[src/rtl/sha2_msg_sched.sv]
// sha2_msg_sched: SHA-2 message-schedule engine.
// Buffers one 16-word block in a circular register file and streams
// W[0..R-1] to the round datapath. SHA-256 (32-bit words, 64 rounds) or
// SHA-512 (64-bit words, 80 rounds), selected per block by 'mode' at start.
//
// Ports:
//   clk, rst_n          rising-edge clock, synchronous active-low reset
//   start, mode         begin a block (IDLE only); mode 0=SHA-256, 1=SHA-512
//   in_valid/in_ready   message word handshake, in_data MSW-first
//   out_valid/out_ready schedule word handshake, out_data=W[t], out_idx=t
//   busy                engine not in IDLE
//   done                one-cycle pulse after the last W is accepted
module sha2_msg_sched #(
  parameter int WIDTH  = 64,
  parameter int EN_512 = 1,
  parameter int DEPTH  = 16
) (
  input  logic             clk,
  input  logic             rst_n,
  input  logic             start,
  input  logic             mode,
  input  logic             in_valid,
  output logic             in_ready,
  input  logic [WIDTH-1:0] in_data,
  output logic             out_valid,
  input  logic             out_ready,
  output logic [WIDTH-1:0] out_data,
  output logic [6:0]       out_idx,
  output logic             busy,
  output logic             done
);

  typedef enum logic [1:0] {IDLE, LOAD, RUN} state_t;

  state_t state, state_n;

  logic             mode_r;
  logic [3:0]       lcnt;
  logic [6:0]       t;
  logic [WIDTH-1:0] wbuf [DEPTH];

  // ---------------- sigma functions ----------------
  function automatic logic [31:0] s0_256(input logic [31:0] x);
    return {x[6:0], x[31:7]} ^ {x[17:0], x[31:18]} ^ (x >> 3);
  endfunction

  function automatic logic [31:0] s1_256(input logic [31:0] x);
    return {x[16:0], x[31:17]} ^ {x[18:0], x[31:19]} ^ (x >> 10);
  endfunction

  function automatic logic [63:0] s0_512(input logic [63:0] x);
    return {x[0], x[63:1]} ^ {x[7:0], x[63:8]} ^ (x >> 7);
  endfunction

  function automatic logic [63:0] s1_512(input logic [63:0] x);
    return {x[18:0], x[63:19]} ^ {x[60:0], x[63:61]} ^ (x >> 6);
  endfunction

  // ---------------- control ----------------
  logic       mode_eff;
  logic [6:0] rounds;
  logic [6:0] last_idx;
  logic       out_fire;
  logic       load_out;
  logic       last_acc;
  logic       we_load;
  logic       we_run;

  assign mode_eff = (EN_512 != 0) ? mode_r : 1'b0;
  assign rounds   = mode_eff ? 7'd80 : 7'd64;
  assign last_idx = rounds - 7'd1;
  assign out_fire = out_valid & out_ready;
  // Output register refills when empty or drained this cycle; t==rounds
  // means every W has already been issued.
  assign load_out = (state == RUN) && (!out_valid || out_ready) && (t != rounds);
  assign last_acc = (state == RUN) && out_fire && (out_idx == last_idx);
  assign we_load  = (state == LOAD) && in_valid;
  assign we_run   = load_out && (t >= 7'd16);

  always_ff @(posedge clk) begin
    if (!rst_n) state <= IDLE;
    else        state <= state_n;
  end

  always_comb begin
    state_n  = state;
    in_ready = 1'b0;
    busy     = 1'b1;
    case (state)
      IDLE: begin
        busy = 1'b0;
        if (start) state_n = LOAD;
      end
      LOAD: begin
        in_ready = 1'b1;
        if (in_valid && lcnt == 4'd15) state_n = RUN;
      end
      RUN: begin
        if (last_acc) state_n = IDLE;
      end
      default: state_n = IDLE;
    endcase
  end

  // ---------------- schedule datapath ----------------
  logic [3:0]  i2, i7, i15, i16;
  logic [63:0] b2, b7, b15, b16;
  logic [31:0] w32;
  logic [63:0] w64, w_new, w_out;
  logic [63:0] in64, wr64;

  // 4-bit wrap-around indexing into the circular buffer; t-15 == t+1 mod 16.
  assign i2  = t[3:0] - 4'd2;
  assign i7  = t[3:0] - 4'd7;
  assign i15 = t[3:0] - 4'd15;
  assign i16 = t[3:0];

  assign b2  = 64'(wbuf[i2]);
  assign b7  = 64'(wbuf[i7]);
  assign b15 = 64'(wbuf[i15]);
  assign b16 = 64'(wbuf[i16]);

  assign w32   = s1_256(b2[31:0]) + b7[31:0] + s0_256(b15[31:0]) + b16[31:0];
  assign w64   = s1_512(b2) + b7 + s0_512(b15) + b16;
  assign w_new = mode_eff ? w64 : {32'b0, w32};
  // First 16 words come straight from the buffer (already masked on load).
  assign w_out = (t < 7'd16) ? b16 : w_new;

  assign in64 = 64'(in_data);
  assign wr64 = mode_eff ? in64 : {32'b0, in64[31:0]};

  always_ff @(posedge clk) begin
    if (!rst_n) begin
      mode_r    <= 1'b0;
      lcnt      <= '0;
      t         <= '0;
      out_valid <= 1'b0;
      out_data  <= '0;
      out_idx   <= '0;
      done      <= 1'b0;
    end else begin
      done <= 1'b0;
      case (state)
        IDLE: begin
          if (start) begin
            mode_r <= (EN_512 != 0) ? mode : 1'b0;
            lcnt   <= '0;
          end
        end
        LOAD: begin
          if (in_valid) begin
            lcnt <= lcnt + 4'd1;
            if (lcnt == 4'd15) t <= '0;
          end
        end
        RUN: begin
          if (load_out) begin
            out_data  <= WIDTH'(w_out);
            out_idx   <= t;
            out_valid <= 1'b1;
            t         <= t + 7'd1;
          end else if (out_fire) begin
            out_valid <= 1'b0;
          end
          if (last_acc) done <= 1'b1;
        end
        default: ;
      endcase
    end
  end

  // Buffer is deliberately not reset; writes are still blocked during reset.
  always_ff @(posedge clk) begin
    if (rst_n) begin
      if (we_load)     wbuf[lcnt] <= WIDTH'(wr64);
      else if (we_run) wbuf[i16]  <= WIDTH'(w_new);
    end
  end

endmodule

[config.mk]
export PLATFORM = sky130hd
export DESIGN_NAME = sha2_msg_sched
export DESIGN_NICKNAME = d
export VERILOG_FILES = /design/src/rtl/sha2_msg_sched.sv
export SDC_FILE = /design/constraint.sdc
export NUM_CORES = 2
export LEC_CHECK = 0
export BUFFER_PORTS_ARGS = -buffer_cell sky130_fd_sc_hd__buf_4
export CAP_MARGIN = 20
export CORE_UTILIZATION = 60
export DETAILED_ROUTE_END_ITERATION = 8
export GPL_TIMING_DRIVEN = 0
export PLACE_DENSITY = 0.81
export REMOVE_ABC_BUFFERS = 1
export SLEW_MARGIN = 20
export SYNTH_ARGS = -nofsm -noshare
export SYNTH_HDL_FRONTEND = slang
export SYNTH_SLANG_ARGS = --single-unit
[constraint.sdc]
create_clock -name clk -period 9.3 [get_ports clk]
set_input_delay 0.93 -clock clk [delete_from_list [all_inputs] [get_ports clk]]
set_output_delay 0.93 -clock clk [all_outputs]
set_load 0.01 [all_outputs]
Word-level counts from Yosys, hierarchy flattened. Memory sizes are Yosys's and may differ from the RTL's. A register that Yosys moved wholly into a read port is not among the register bits. Index checks and enable logic that the tools add are counted.

Bits in registers: 87. RAM bits: 1024. Input bits: 70. Output and inout bits: 75. Word-level logic and storage cells: 96. Memories kept: 1.

Memories: wbuf (depth 16, bits a word 64, rd ports 4, clocked after memory_dff 1, wr ports 1, RTL line 40) `logic [WIDTH-1:0] wbuf [DEPTH];`.

Add/subtract/negate cells: 12. Order comparisons: 2. Eq/ne operators: 11. Multiplexer cells: 32. Bitwise logic cells: 9. Reductions and logical operators: 21.

Operator list (count): two-way mux 64 bit (4); adder 64 bit (3); XOR 64 bit (2); adder 32 bit (3); OR reduction 64 bit (1); XOR 32 bit (2); XOR 64 x 57 -> 64 bit (1); XOR 64 x 58 -> 64 bit (1); XOR 32 x 22 -> 32 bit (1); XOR 32 x 29 -> 32 bit (1); two-way mux 7 bit (3); two-way mux 4 bit (5); case mux 7 bit (2 select lines) (1); two-way mux 1 bit (13); != test 2 bit, second input constant (4); case mux 4 bit (2 select lines) (1); AND reduction 2 bit (4); adder 7 x 1 -> 7 bit, second input constant (1); equality test 7 bit (1); greater-or-equal comparator 7 x 5 -> 1 bit, second input constant (1); logical AND 1 bit (7); less-than comparator 7 x 5 -> 1 bit, second input constant (1); != test 7 bit (1); subtractor 7 x 1 -> 7 bit, second input constant (1); other kinds (18) (24).

Longest topological paths before layout.
Depth after elaboration: 11. Depth in mapped cells: 35.

Worst setup path after synthesis. No wires, ideal clock.

Kind: register -> register. Start point: register t[1]. End point: memory wbuf[0][55] (data pin). Setup time: 0.330 ns. Arrival: 8.067 ns. Required time: 8.970 ns. Path slack: 0.902 ns. Cell stages (with the launch flop): 29. Buffers on the path: 8. Path through: dfxtp_1 -> buf_2 -> buf_2 -> buf_1 -> clkbuf_1 -> clkbuf_1 -> inv_1 -> ha_1 -> clkbuf_1 -> clkbuf_1 -> clkbuf_1 -> mux4_2 -> xnor2_1 -> fa_1 -> fa_1 -> inv_1 -> ha_1 -> inv_1 -> fa_1 -> nand2b_1 -> a21oi_1 -> o21a_1 -> o21bai_1 -> o31ai_2 -> a21oi_1 -> o31ai_1 -> a211oi_1 -> xor2_1 -> o21ai_0.

Longest elaborated chain between the ends: 9.

RTL lines: start: declaration (RTL line 39) `logic [6:0] t;`; start signal: assignment (RTL line 161) `t <= t + 7'd1;`; subtractor 4 x 2 -> 4 bit / != test 7 bit (equally long branches) (RTL line 113, 75); memory read (16 x 64 bit) / logical AND 1 bit (equally long branches); XOR 64 bit / logical AND 1 bit (equally long branches) (RTL line 56, 78); XOR 64 x 58 -> 64 bit / two-way mux 1 bit (equally long branches) (RTL line 56, 176); adder 64 bit / two-way mux 1 bit (equally long branches) (RTL line 124, 175); adder 64 bit / two-way mux 1 bit (equally long branches) (RTL line 124, 174); adder 64 bit / two-way mux 1 bit (equally long branches) (RTL line 124, 176); two-way mux 64 bit / OR reduction 64 bit (equally long branches); two-way mux 64 bit (no source line) *; end: declaration (RTL line 40).

Every way passes the cells marked *; elsewhere a longest branch is shown, timed or not.

Worst setup path in the final report.
Start point: register t[1]. End point: memory wbuf[7][51] (data pin).

The elaborated chain is that of the path after synthesis.

==> flow_summary.ini <==
[outcome]
status = finished, final reports clean

[cts]
ctsRootBufferMaster = clkbuf_16
clkTransAtPathRegs_ns = 0.07
htree_levels = 3
cts_tree = done
insertion_delay_ns = 0.79
cts.sinks = 1115
clk_path_buf_depth = 3
cts_hold_buffers = 0
cts_buffers = 116

[synthesis]
synthXorXnorAreaFrac_pct = 5.43
synthFlopType = edfxtp_1
syn_inst = 4725
synth-seq-cells = 1115
ys_warn_count = 0
synthSimpleGateAreaFrac_pct = 3.57
yosys.cell_types.count = 86
synth_top_family_by_area = multiplexers
synthMuxAreaShare_pct = 30.8
syn_area_per_cell_um2 = 15.6
synth_compound_area_share_pct = 5.21
synth_adder_area_share_pct = 6.82
ys_seq_area_share_pct = 44.3
async_flop_share_pct = 0
synth-edff-count = 1024
syn_area_um2 = 73600

[power_and_ir_drop]
p_per_area_nw_per_um2 = 132
p_leak_nw = 27.4
ir_drop_uv = 186

[drt]
drtIter0Drc = 9126
viasPerCell = 7.92
firstDrtPassIters = 7
vias = 51905
remaining_drc_errors = 0
routedWlPerCell_um = 39.2
wl_um = 257000
ant_nets = 0

[timing]
worst_pin_slew_ns = 1.22
finalMaxSlewViolations = 0
fin_setup_tns_ns = 0
setup-violations-final = 0
fin_crit_ns = 9.06
slew_headroom_pct = 18.1
period_share_pct = 97.4
fin_skew_ns = 0.0313
max_freq_ghz = 0.110
hold_violations = 0
setup_slack_ns = 0.238

[global_routing]
grt_pass1_vias = 51767
overflow = 0
grt_pass1_wl_um = 367000
grt_max_degree = 54
antenna_found_initial = 7
grt_usage_pct = 41.5

[critical_path]
critical-path-slowest-cell = o21ai_0
start_kind = flop
slowest_delay_ns = 0.93
crit_fanout = 44
reg2regPathDepth = 22
crit_type = flop to flop
r2r_end = wbuf[7][51]$_DFFE_PP_
critPathArrivalTime_ns = 9.58
r2r_slack_ns = 0.24
endpoint_kind = flop
r2r_start = t[1]$_SDFFE_PN0P_
endpoint = wbuf[7][51]$_DFFE_PP_
worstPathRequired_ns = 9.82
path_cells = buf_16, buf_12, inv_1, ha_4, buf_16, mux4_2, mux2_2, o21ai_0, fa_1, fa_1, inv_1, ha_1, o211ai_1, a21oi_1, o21a_1, o21bai_1, o31ai_4, a21oi_1, o31ai_1, xor2_1, nand2_1, a21oi_4
crit_start = t[1]$_SDFFE_PN0P_

[final_layout]
drive_gt1_share_pct = 33.2
utilization_pct = 68.7
syn_to_final_growth_pct = 13.7
final_common_cell = edfxtp_1
final_cell_mix = edfxtp_1 (1024), mux4_2 (974), inv_1 (307)
finalNetCount = 5182

[floorplan]
io_pins = 145
fp-row-count = 128
die-height_um = 352
start_util_pct = 60.4
dieWidth_um = 352
core_region_area_um2 = 122000
dieArea_um2 = 124000

[placement]
io_buffers = 144
dp_hpwl_um = 177000
gp_congestion = 0.996
dp_slack_ns = -0.814

[job]
max_cap_viol_count = 0

[min_path]
hold_class = primary input to flop
## critical path, delay by kind of cell, from the launching register on
kind | cells | cell delay (ns)
buffers and inverters | 5 | 1.16
and+or+nand+nor | 1 | 0.21
AOI/OAI and AO/OA | 9 | 3.52
muxes | 2 | 0.67
adders and majority gates | 4 | 2.19
xor gates and xnor gates | 1 | 0.51
DFF | 1 | 0.40
## cell type report
type | count | area, µm²
Antenna cell | 2 | 5.00
Clock buffer | 148 | 3080
Clock inverter | 73 | 935
Fill cell | 7612 | 38100
Inverter | 309 | 1170
Multi-Input combinational cell | 2951 | 38600
Sequential cell | 1115 | 32600
Tap cell | 1625 | 2030
Timing Repair Buffer | 331 | 5190
## cell usage after synthesis, types with 116 or more instances
master | number | share of area (%)
a21oi_1 | 178 | 1.2
buf_2 | 116 | 0.79
clkbuf_1 | 144 | 0.73
edfxtp_1 | 1024 | 42
fa_1 | 188 | 5.1
inv_1 | 307 | 1.6
mux4_2 | 974 | 30
nand2_1 | 219 | 1.1
nor2_1 | 182 | 0.93
o21ai_0 | 132 | 0.90
xnor2_1 | 279 | 3.3
xor2_1 | 152 | 1.8
## worst min path at each step
stage,from,endpoint,slack (ns),cells after the start
after floorplan,t[6]$_SDFFE_PN0P_,out_idx[6]$_SDFFE_PN0P_,0.47,2
after global placement,out_data[27]$_SDFFE_PN0P_,out_data[27]$_SDFFE_PN0P_,0.44,1
after detailed placement,out_data[27]$_SDFFE_PN0P_,out_data[27]$_SDFFE_PN0P_,0.44,1
after CTS,mode,mode_eff$_SDFFE_PN0P_,0.38,3
after global routing,mode,mode_eff$_SDFFE_PN0P_,0.41,3
final,mode,mode_eff$_SDFFE_PN0P_,0.39,3
## flip-flops by register name, summed over array words and instances, names as in the netlist, named ones only
register and count:
lcnt 4, wbuf 1024, done 1, state 2, t 7, mode_eff 1
out_valid 1, out_data 64, out_idx 7
## per-stage QoR
stage | instance area [µm²] | power (mW) | hold slack (ns) | cells
2_1_floorplan | 71900 | 5.89 | 0.473 | 4375
3_3_place_gp | 75000 | 6.08 | 0.444 | 6144
3_5_place_dp | 79300 | 6.09 | 0.444 | 6322
4_1_cts | 83400 | 11.0 | 0.376 | 6543
5_1_grt | 83600 | 11.2 | 0.411 | 6552
6_report | 83600 | 11.0 | 0.395 | 6554
## where the power goes
part / switching (mW) / internal [mW] / leakage [nW] / total, mW
Combinational: 0.371 / 0.179 / 15.4 / 0.551
Clock: 2.09 / 2.88 / 1.95 / 4.98
Sequential: 0.0105 / 5.46 / 10.1 / 5.47
## per-layer routing
layer  share of wire (%)  wire, µm  track usage (%)  up-vias
li1                    -         -                -    19095
met1                  31     79600             53.0    25964
met2                  45    115000             62.2     5579
met3                  16     42400             13.9     1251
met4                 7.7     19700             24.7       16
met5                0.13       345                0        -
## what timing repair did
item                                    4_1_cts  5_1_grt
pin swaps                                     0        1
endpoints found under the setup margin      160      353
setup buffers                                 0        7
cloned                                        0        0
resized for setup                             9       23
## cell families after synthesis
kind of cell,Yosys count
and+or+nand+nor,593
AOI/OAI and AO/OA,589
buffers and inverters,659
xor gates and xnor gates,444
muxes,1037
adders and majority gates,288
DFF,1115
No activity file was read; power rests on OpenSTA's default activity.
